==> src/rtl/inst_enc_pkg.sv <==
// inst_enc_pkg
//   Constants shared by the instruction encoder and the main-control opcode
//   decoder: request kind codes, MIPS primary opcodes and the encoder FSM
//   state type.
package inst_enc_pkg;

  // Request kinds presented on in_kind
  localparam logic [2:0] KIND_R     = 3'd0;
  localparam logic [2:0] KIND_LW    = 3'd1;
  localparam logic [2:0] KIND_SW    = 3'd2;
  localparam logic [2:0] KIND_BEQ   = 3'd3;
  localparam logic [2:0] KIND_J     = 3'd4;
  localparam logic [2:0] KIND_ADDIU = 3'd5;

  // MIPS primary opcodes (bits 31:26)
  localparam logic [5:0] OP_RTYPE = 6'h00;
  localparam logic [5:0] OP_LW    = 6'h23;
  localparam logic [5:0] OP_SW    = 6'h2B;
  localparam logic [5:0] OP_BEQ   = 6'h04;
  localparam logic [5:0] OP_J     = 6'h02;
  localparam logic [5:0] OP_ADDIU = 6'h09;

  typedef enum logic [1:0] {
    ST_IDLE = 2'd0,
    ST_RUN  = 2'd1,
    ST_DONE = 2'd2
  } state_t;

endpackage

==> src/rtl/inst_enc_word.sv <==
// inst_enc_word
//   Purely combinational encoder: request kind plus register/immediate fields
//   in, 32-bit MIPS instruction word out. Unsupported kinds (6, 7) encode as
//   32'h0000_0000 (nop) and raise illegal.
// Ports
//   kind    in  3   request kind (KIND_* codes)
//   rs/rt/rd in 5   register fields
//   funct   in  6   R-type function code
//   imm     in  16  I-type immediate
//   target  in  26  J-type target
//   word    out 32  encoded instruction
//   illegal out 1   kind is not a supported encoding
module inst_enc_word
  import inst_enc_pkg::*;
(
  input  logic [2:0]  kind,
  input  logic [4:0]  rs,
  input  logic [4:0]  rt,
  input  logic [4:0]  rd,
  input  logic [5:0]  funct,
  input  logic [15:0] imm,
  input  logic [25:0] target,
  output logic [31:0] word,
  output logic        illegal
);

  always_comb begin
    word    = 32'h0000_0000;
    illegal = 1'b0;
    case (kind)
      KIND_R:     word = {OP_RTYPE, rs, rt, rd, 5'h00, funct};
      KIND_LW:    word = {OP_LW, rs, rt, imm};
      KIND_SW:    word = {OP_SW, rs, rt, imm};
      KIND_BEQ:   word = {OP_BEQ, rs, rt, imm};
      KIND_J:     word = {OP_J, target};
      KIND_ADDIU: word = {OP_ADDIU, rs, rt, imm};
      default:    illegal = 1'b1;
    endcase
  end

endmodule

==> src/rtl/inst_encoder.sv <==
// inst_encoder
//   Turns field-level instruction requests into 32-bit MIPS words and writes
//   them sequentially into instruction memory starting at address 0.
//   Optional macro INST_ENC_ILLEGAL_CHK_EN: unsupported kinds are consumed
//   without a write and flagged on err for one cycle; otherwise they are
//   written as nop and counted.
// Ports
//   clk, rst            clock (rising edge), asynchronous active-high reset
//   start, finish       begin program at address 0 / end program
//   in_valid, in_ready  request handshake (in_ready is combinational)
//   in_kind, in_rs, in_rt, in_rd, in_funct, in_imm, in_target  request fields
//   im_wen, im_addr, im_wdata  registered instruction-memory write port
//   busy, done          FSM in RUN / DONE
//   count               words written in the current program
//   err                 (macro only) one-cycle pulse for a dropped request
module inst_encoder
  import inst_enc_pkg::*;
#(
  parameter int ADDR_W = 8,
  parameter int DEPTH  = 256
) (
  input  logic              clk,
  input  logic              rst,
  input  logic              start,
  input  logic              finish,
  input  logic              in_valid,
  output logic              in_ready,
  input  logic [2:0]        in_kind,
  input  logic [4:0]        in_rs,
  input  logic [4:0]        in_rt,
  input  logic [4:0]        in_rd,
  input  logic [5:0]        in_funct,
  input  logic [15:0]       in_imm,
  input  logic [25:0]       in_target,
  output logic              im_wen,
  output logic [ADDR_W-1:0] im_addr,
  output logic [31:0]       im_wdata,
  output logic              busy,
  output logic              done,
`ifdef INST_ENC_ILLEGAL_CHK_EN
  output logic              err,
`endif
  output logic [ADDR_W:0]   count
);

  localparam logic [ADDR_W:0] DEPTH_CNT = (ADDR_W+1)'(DEPTH);

  state_t            state_reg, state_next;
  logic [ADDR_W:0]   count_reg, count_next;
  logic              wen_reg, wen_next;
  logic [ADDR_W-1:0] addr_reg, addr_next;
  logic [31:0]       wdata_reg, wdata_next;
  logic              err_reg, err_next;

  logic [31:0]       word;
  logic              illegal;
  logic              accept;
  logic              drop;
  logic [ADDR_W:0]   count_inc;

  inst_enc_word u_word (
    .kind    (in_kind),
    .rs      (in_rs),
    .rt      (in_rt),
    .rd      (in_rd),
    .funct   (in_funct),
    .imm     (in_imm),
    .target  (in_target),
    .word    (word),
    .illegal (illegal)
  );

`ifdef INST_ENC_ILLEGAL_CHK_EN
  // Unsupported kinds complete the handshake but never reach memory
  assign drop = illegal;
  assign err  = err_reg;
`else
  logic illegal_unused;
  assign illegal_unused = illegal;
  assign drop = 1'b0;
`endif

  // A start in RUN takes priority over any request that cycle
  assign in_ready  = (state_reg == ST_RUN) && !start && (count_reg < DEPTH_CNT);
  assign accept    = in_valid && in_ready;
  assign count_inc = count_reg + 1'b1;

  always_comb begin
    state_next = state_reg;
    count_next = count_reg;
    wen_next   = 1'b0;
    err_next   = 1'b0;
    addr_next  = addr_reg;
    wdata_next = wdata_reg;
    case (state_reg)
      ST_IDLE: begin
        if (start) begin
          state_next = ST_RUN;
          count_next = '0;
        end
      end
      ST_RUN: begin
        if (start) begin
          count_next = '0;
        end else begin
          if (accept) begin
            err_next = drop;
            if (!drop) begin
              wen_next   = 1'b1;
              addr_next  = count_reg[ADDR_W-1:0];
              wdata_next = word;
              count_next = count_inc;
            end
          end
          // The last accepted word lands before DONE since the write is registered
          if (finish || (accept && !drop && (count_inc == DEPTH_CNT)))
            state_next = ST_DONE;
        end
      end
      ST_DONE: begin
        if (start) begin
          state_next = ST_RUN;
          count_next = '0;
        end
      end
      default: state_next = ST_IDLE;
    endcase
  end

  always_ff @(posedge clk or posedge rst) begin
    if (rst) begin
      state_reg <= ST_IDLE;
      count_reg <= '0;
      wen_reg   <= 1'b0;
      addr_reg  <= '0;
      wdata_reg <= '0;
      err_reg   <= 1'b0;
    end else begin
      state_reg <= state_next;
      count_reg <= count_next;
      wen_reg   <= wen_next;
      addr_reg  <= addr_next;
      wdata_reg <= wdata_next;
      err_reg   <= err_next;
    end
  end

  assign im_wen   = wen_reg;
  assign im_addr  = addr_reg;
  assign im_wdata = wdata_reg;
  assign count    = count_reg;
  assign busy     = (state_reg == ST_RUN);
  assign done     = (state_reg == ST_DONE);

endmodule

==> config.mk <==
export PLATFORM = sky130hd
export DESIGN_NAME = inst_encoder
export DESIGN_NICKNAME = d
export VERILOG_FILES = /design/src/rtl/inst_enc_pkg.sv /design/src/rtl/inst_enc_word.sv /design/src/rtl/inst_encoder.sv
export SDC_FILE = /design/constraint.sdc
export NUM_CORES = 1
export LEC_CHECK = 0
export CAP_MARGIN = 10
export CORE_MARGIN = 5
export CORE_UTILIZATION = 40
export DETAILED_ROUTE_END_ITERATION = 8
export PLACE_DENSITY = 0.9
export SLEW_MARGIN = 40
export SYNTH_ARGS = -nofsm -noshare
export SYNTH_HDL_FRONTEND = slang
export SYNTH_SLANG_ARGS = --single-unit
==> constraint.sdc <==
create_clock -name clk -period 1.9 [get_ports clk]
set_input_delay 0.38 -clock clk [delete_from_list [all_inputs] [get_ports clk]]
set_output_delay 0.38 -clock clk [all_outputs]
set_load 0.05 [all_outputs]
==> results by group <==
Routing
  – Uppermost metal layer occupied by signal nets: met4
  – Final Routed Wirelength: a little under 8000 um
  – Routed length on met2: between 3000 and 4000 um
  – TritonRoute pass-1 iters: 5
  – Count of nets left with antenna violations after detail routing: 0
  – DRT met1 WL: 3170 um
  – DR iter-0 viols: around 170
  – Routed wire length on met3: ~700 um
  – Routed vias/inst: roughly 5.6
  – DRC violations left: 0
  – Routed WL per cell: about 17 um
  – Vias after detailed routing: about 2500

Clock tree
  – CTS buffer count: 5
  – CTS H-tree lvls: 2
  – # Post-CTS Setup Buffers: 0
  – Clock transition time at the flip-flop clock pins of the worst setup and hold paths: roughly 0.1 ns
  – Worst-case clock buffer depth: 2
  – Clock insertion delay at the later pin of the skew report: ~0.3 ns
  – Clock sink count: around 50
  – TritonCTS clock tree: yes
  – Clock tree root driver cell: clkbuf_8

Global routing
  – Vias in the first global route: approximately 2700
  – Overall overflow remaining after global route: 0
  – Antenna violations before repair: 0
  – Pin count of the biggest net entering global routing: 22
  – Wire length of the first global-routing pass: 13100 um
  – Global Route Usage Sum: 19.2%

Timing
  – Final Hold Viols: 0
  – Final worst setup slack: roughly 0.050 ns
  – Setup Skew: around 0.011 ns
  – Min Clock Period, post-route: 1.85 ns
  – Number of pins exceeding their max-slew limit in the final report: 0
  – Tcrit/Tclk final: 97.3%
  – Fmax: around 0.54 GHz
  – Slew headroom: 64.9%
  – Measured slew at the worst slew-check pin: ~0.53 ns
  – Total of endpoints with negative setup slack in the final report: 0

Floorplan
  – Die Y: between 90 and 100 um
  – Ports placed on the boundary: 124
  – Starting density of the core: between 40 and 50%
  – Horizontal die dimension: slightly above 90 um
  – Floorplan core area: ~6300 sq um
  – Floorplan die area: between 8000 and 9000 sq um
  – Site row count: 29

Worst setup path
  – Crit path depth: 1
  – Worst EP arrival: around 1.5 ns
  – Buffering stage count on the worst path with inverters included: 1
  – Kind of cell with the highest combined delay on the critical path: buffers and inverters
  – Largest stage delay, worst path: 0.80 ns
  – Critical Path Slowest Stage Cell: clkdlybuf4s50_1
  – Crit path required time: 1.52 ns
  – Type of element launching the critical path: flip-flop
  – Endpoint class of the critical path: output pin
  – Critical Path Start: im_addr[2]$_DFFE_PP0P_
  – Highest fanout seen on the critical path: 2
  – Path depth of the worst reg2reg path: 6
  – Critical R2R Launch: count[8]$_DFFE_PP0P_
  – Startpoint-to-endpoint class of the critical path: flip-flop to output pin
  – Ordered list of cells on the worst path: clkdlybuf4s50_1

Power
  – Combinational group share of total power: between 40% and 50%
  – Sequential power share: about 38%
  – Power density relative to cell area: between 800 and 900 nW/um^2
  – Leak: roughly 2 nW
  – Share of total power in the clock network: between 10% and 20%
  – Peak supply drop: approximately 0.55 mV
  – PnR Total Power: about 0.0036 W
  – Sw Share: roughly 39%
  – Net switching component of the power: ~0.0014 W
  – Internal power: 0.00219 W

Yosys
  – Leading cell type by number of instances after synthesis: dfrtp_1
  – Share of the synthesized area in the top cell type: between 40% and 50%
  – Cell area after technology mapping: approximately 2600 sq um
  – Most common library cells after synthesis: 51 x dfrtp_1, 22 x a22oi_1, 18 x inv_1
  – Number of distinct standard cells referenced by the synthesized netlist: about 40
  – Syn avg cell area: 10.8 sq um
  – Synth Instances: about 240
  – Number of synthesized flops with an enable pin: 0
  – Cell type contributing the most total cell area after synthesis: dfrtp_1
  – Top cells by area in the synthesized netlist: dfrtp_1 49%, a22oi_1 6.4%, a222oi_1 5.8%, o221ai_1 3.7%, mux2_2 3.5%
  – Asr flop ratio synth: 100%
  – Top FF cell, synth: dfrtp_1
  – #FFs+latches synth: between 50 and 60
  – Count of yosys warnings during synthesis: 0
  – Proportion of synthesized chip area in sequential cells: between 40% and 50%
  – Nets in the synthesized netlist: approximately 310

Run
  – Number of max-capacitance violations reported: 0

Finish
  – Fill cell instance count of the final layout: roughly 520
  – Register area: 1280 sq um
  – Number of flip-flops in the largest register: 31
  – Antenna fix cells: 0
  – Final net count: ~450
  – Multi-input gate area: around 1100 sq um
  – Fraction of final layout cells sized beyond drive strength 1: about 22%
  – Layout Area Growth over Synthesis: 59.4%

Worst hold path
  – Tightest Hold Check Type: input port to asynchronous set/reset pin

Placed design
  – Placement Setup Slack: -0.267 ns
  – Weighted congestion at the end of routability-driven global placement: approximately 0.9
  – Port-buffer cells: between 100 and 150
  – Sum of net half-perimeters after detailed placement: slightly above 6000 um

Run status
  – Outcome: completed
[final timing paths]
| check | endpoint | slack [ns] |
|---|---|---|
| worst min register to register | im_wdata[26]$_DFFE_PP0P_ | 0.48 |
| max in group asynchronous | count[0]$_DFFE_PP0P_ | 1.08 |
| worst max register to register | state_reg[1]$_DFFE_PP0P_ | 0.14 |
| worst min-delay path | im_addr[5]$_DFFE_PP0P_ | 0.38 |
| min in group clk | im_wdata[26]$_DFFE_PP0P_ | 0.48 |
| worst max-delay path | im_addr[2] | 0.05 |
[what timing repair did]
item | CTS | global route
hold buffers | 0 | 0
endpoints found under the setup margin | 1 | 10
pin swaps | 1 | 0
endpoints found under the hold margin | 0 | 0
resized for setup | 0 | 10
[cell families (layout without fill, tap and decap cells)]
group           Yosys count  after routing  share of synthesized area (%)
fa+ha+maj                 1              1                          0.483
xor+xnor                  2              2                          0.676
compound gates           89             89                           27.6
mux                       8              8                           3.48
simple gates             50             50                           10.9
other cells               1              1                          0.145
flops                    51             51                           49.2
buf+inv                  39            175                           7.53
[placed cells by master, fill, tap and decap left out, types with 2 or more instances in the layout]
master and instances:
buf_4 48, nand2b_1 4, o31ai_1 4, o221ai_1 11, o21ai_1 4, nand3_1 4
a22o_1 2, and3_1 3, a222oi_1 15, inv_2 2, buf_12 7, nor3_1 4
clkdlybuf4s50_1 85, nor2_1 7, a21oi_4 2, dfrtp_1 49, o21ai_0 9, a22oi_1 22
nand4_1 3, a21oi_1 2, o21a_1 12, xnor2_1 2, mux2_2 7, nor3b_1 2
dfrtp_2 2, clkbuf_8 7, inv_1 17, nand2_1 14, nor2b_1 3, dlymetal6s2s_1 8
[power groups by stage]
stage               clock [W]  combinational, W  sequential (W)
floorplan                   0          0.000350         0.00196
global placement            0           0.00153         0.00137
detailed placement          0           0.00156         0.00138
CTS                  0.000714           0.00156         0.00136
global route         0.000760           0.00162         0.00139
finish               0.000696           0.00154         0.00136
[worst reg2reg max path: cells and delay by family, from the launching register on]
family                 cells  cell delay [ns]
buffers and inverters      1             0.19
AOI/OAI and AO/OA          3             0.55
DFF                        1             0.47
and+or+nand+nor            2             0.46
[metrics by stage]
stage                     utilization [%]  cells  setup TNS [ns]  area (sq um)  hold slack [ns]
after global placement               63.4    446           -5.20          4000            0.458
after floorplan                         -    241           -8.14          2610            0.447
after global routing                 65.4    454        -0.00194          4130            0.431
after CTS                            65.0    454               0          4110            0.382
final                                65.4    454               0          4130            0.377
after detailed placement             63.4    446           -6.11          4000            0.466
[per-layer routing]
layer,global-route usage (%),vias to the layer above
li1,-,1186
met1,22.5,1228
met5,0,-
met3,5.58,7
met2,34.2,113
met4,4.84,0
[layout make-up]
class                      count  area share (%)
clock inverter                 1           0.182
tap                           77            2.33
sequential                    51            31.0
inverter                      19            1.73
clock buffer                   7            2.33
multi-input combinational    151            27.3
timing repair buffer         148            35.1
(Power assumes the default switching activity.)
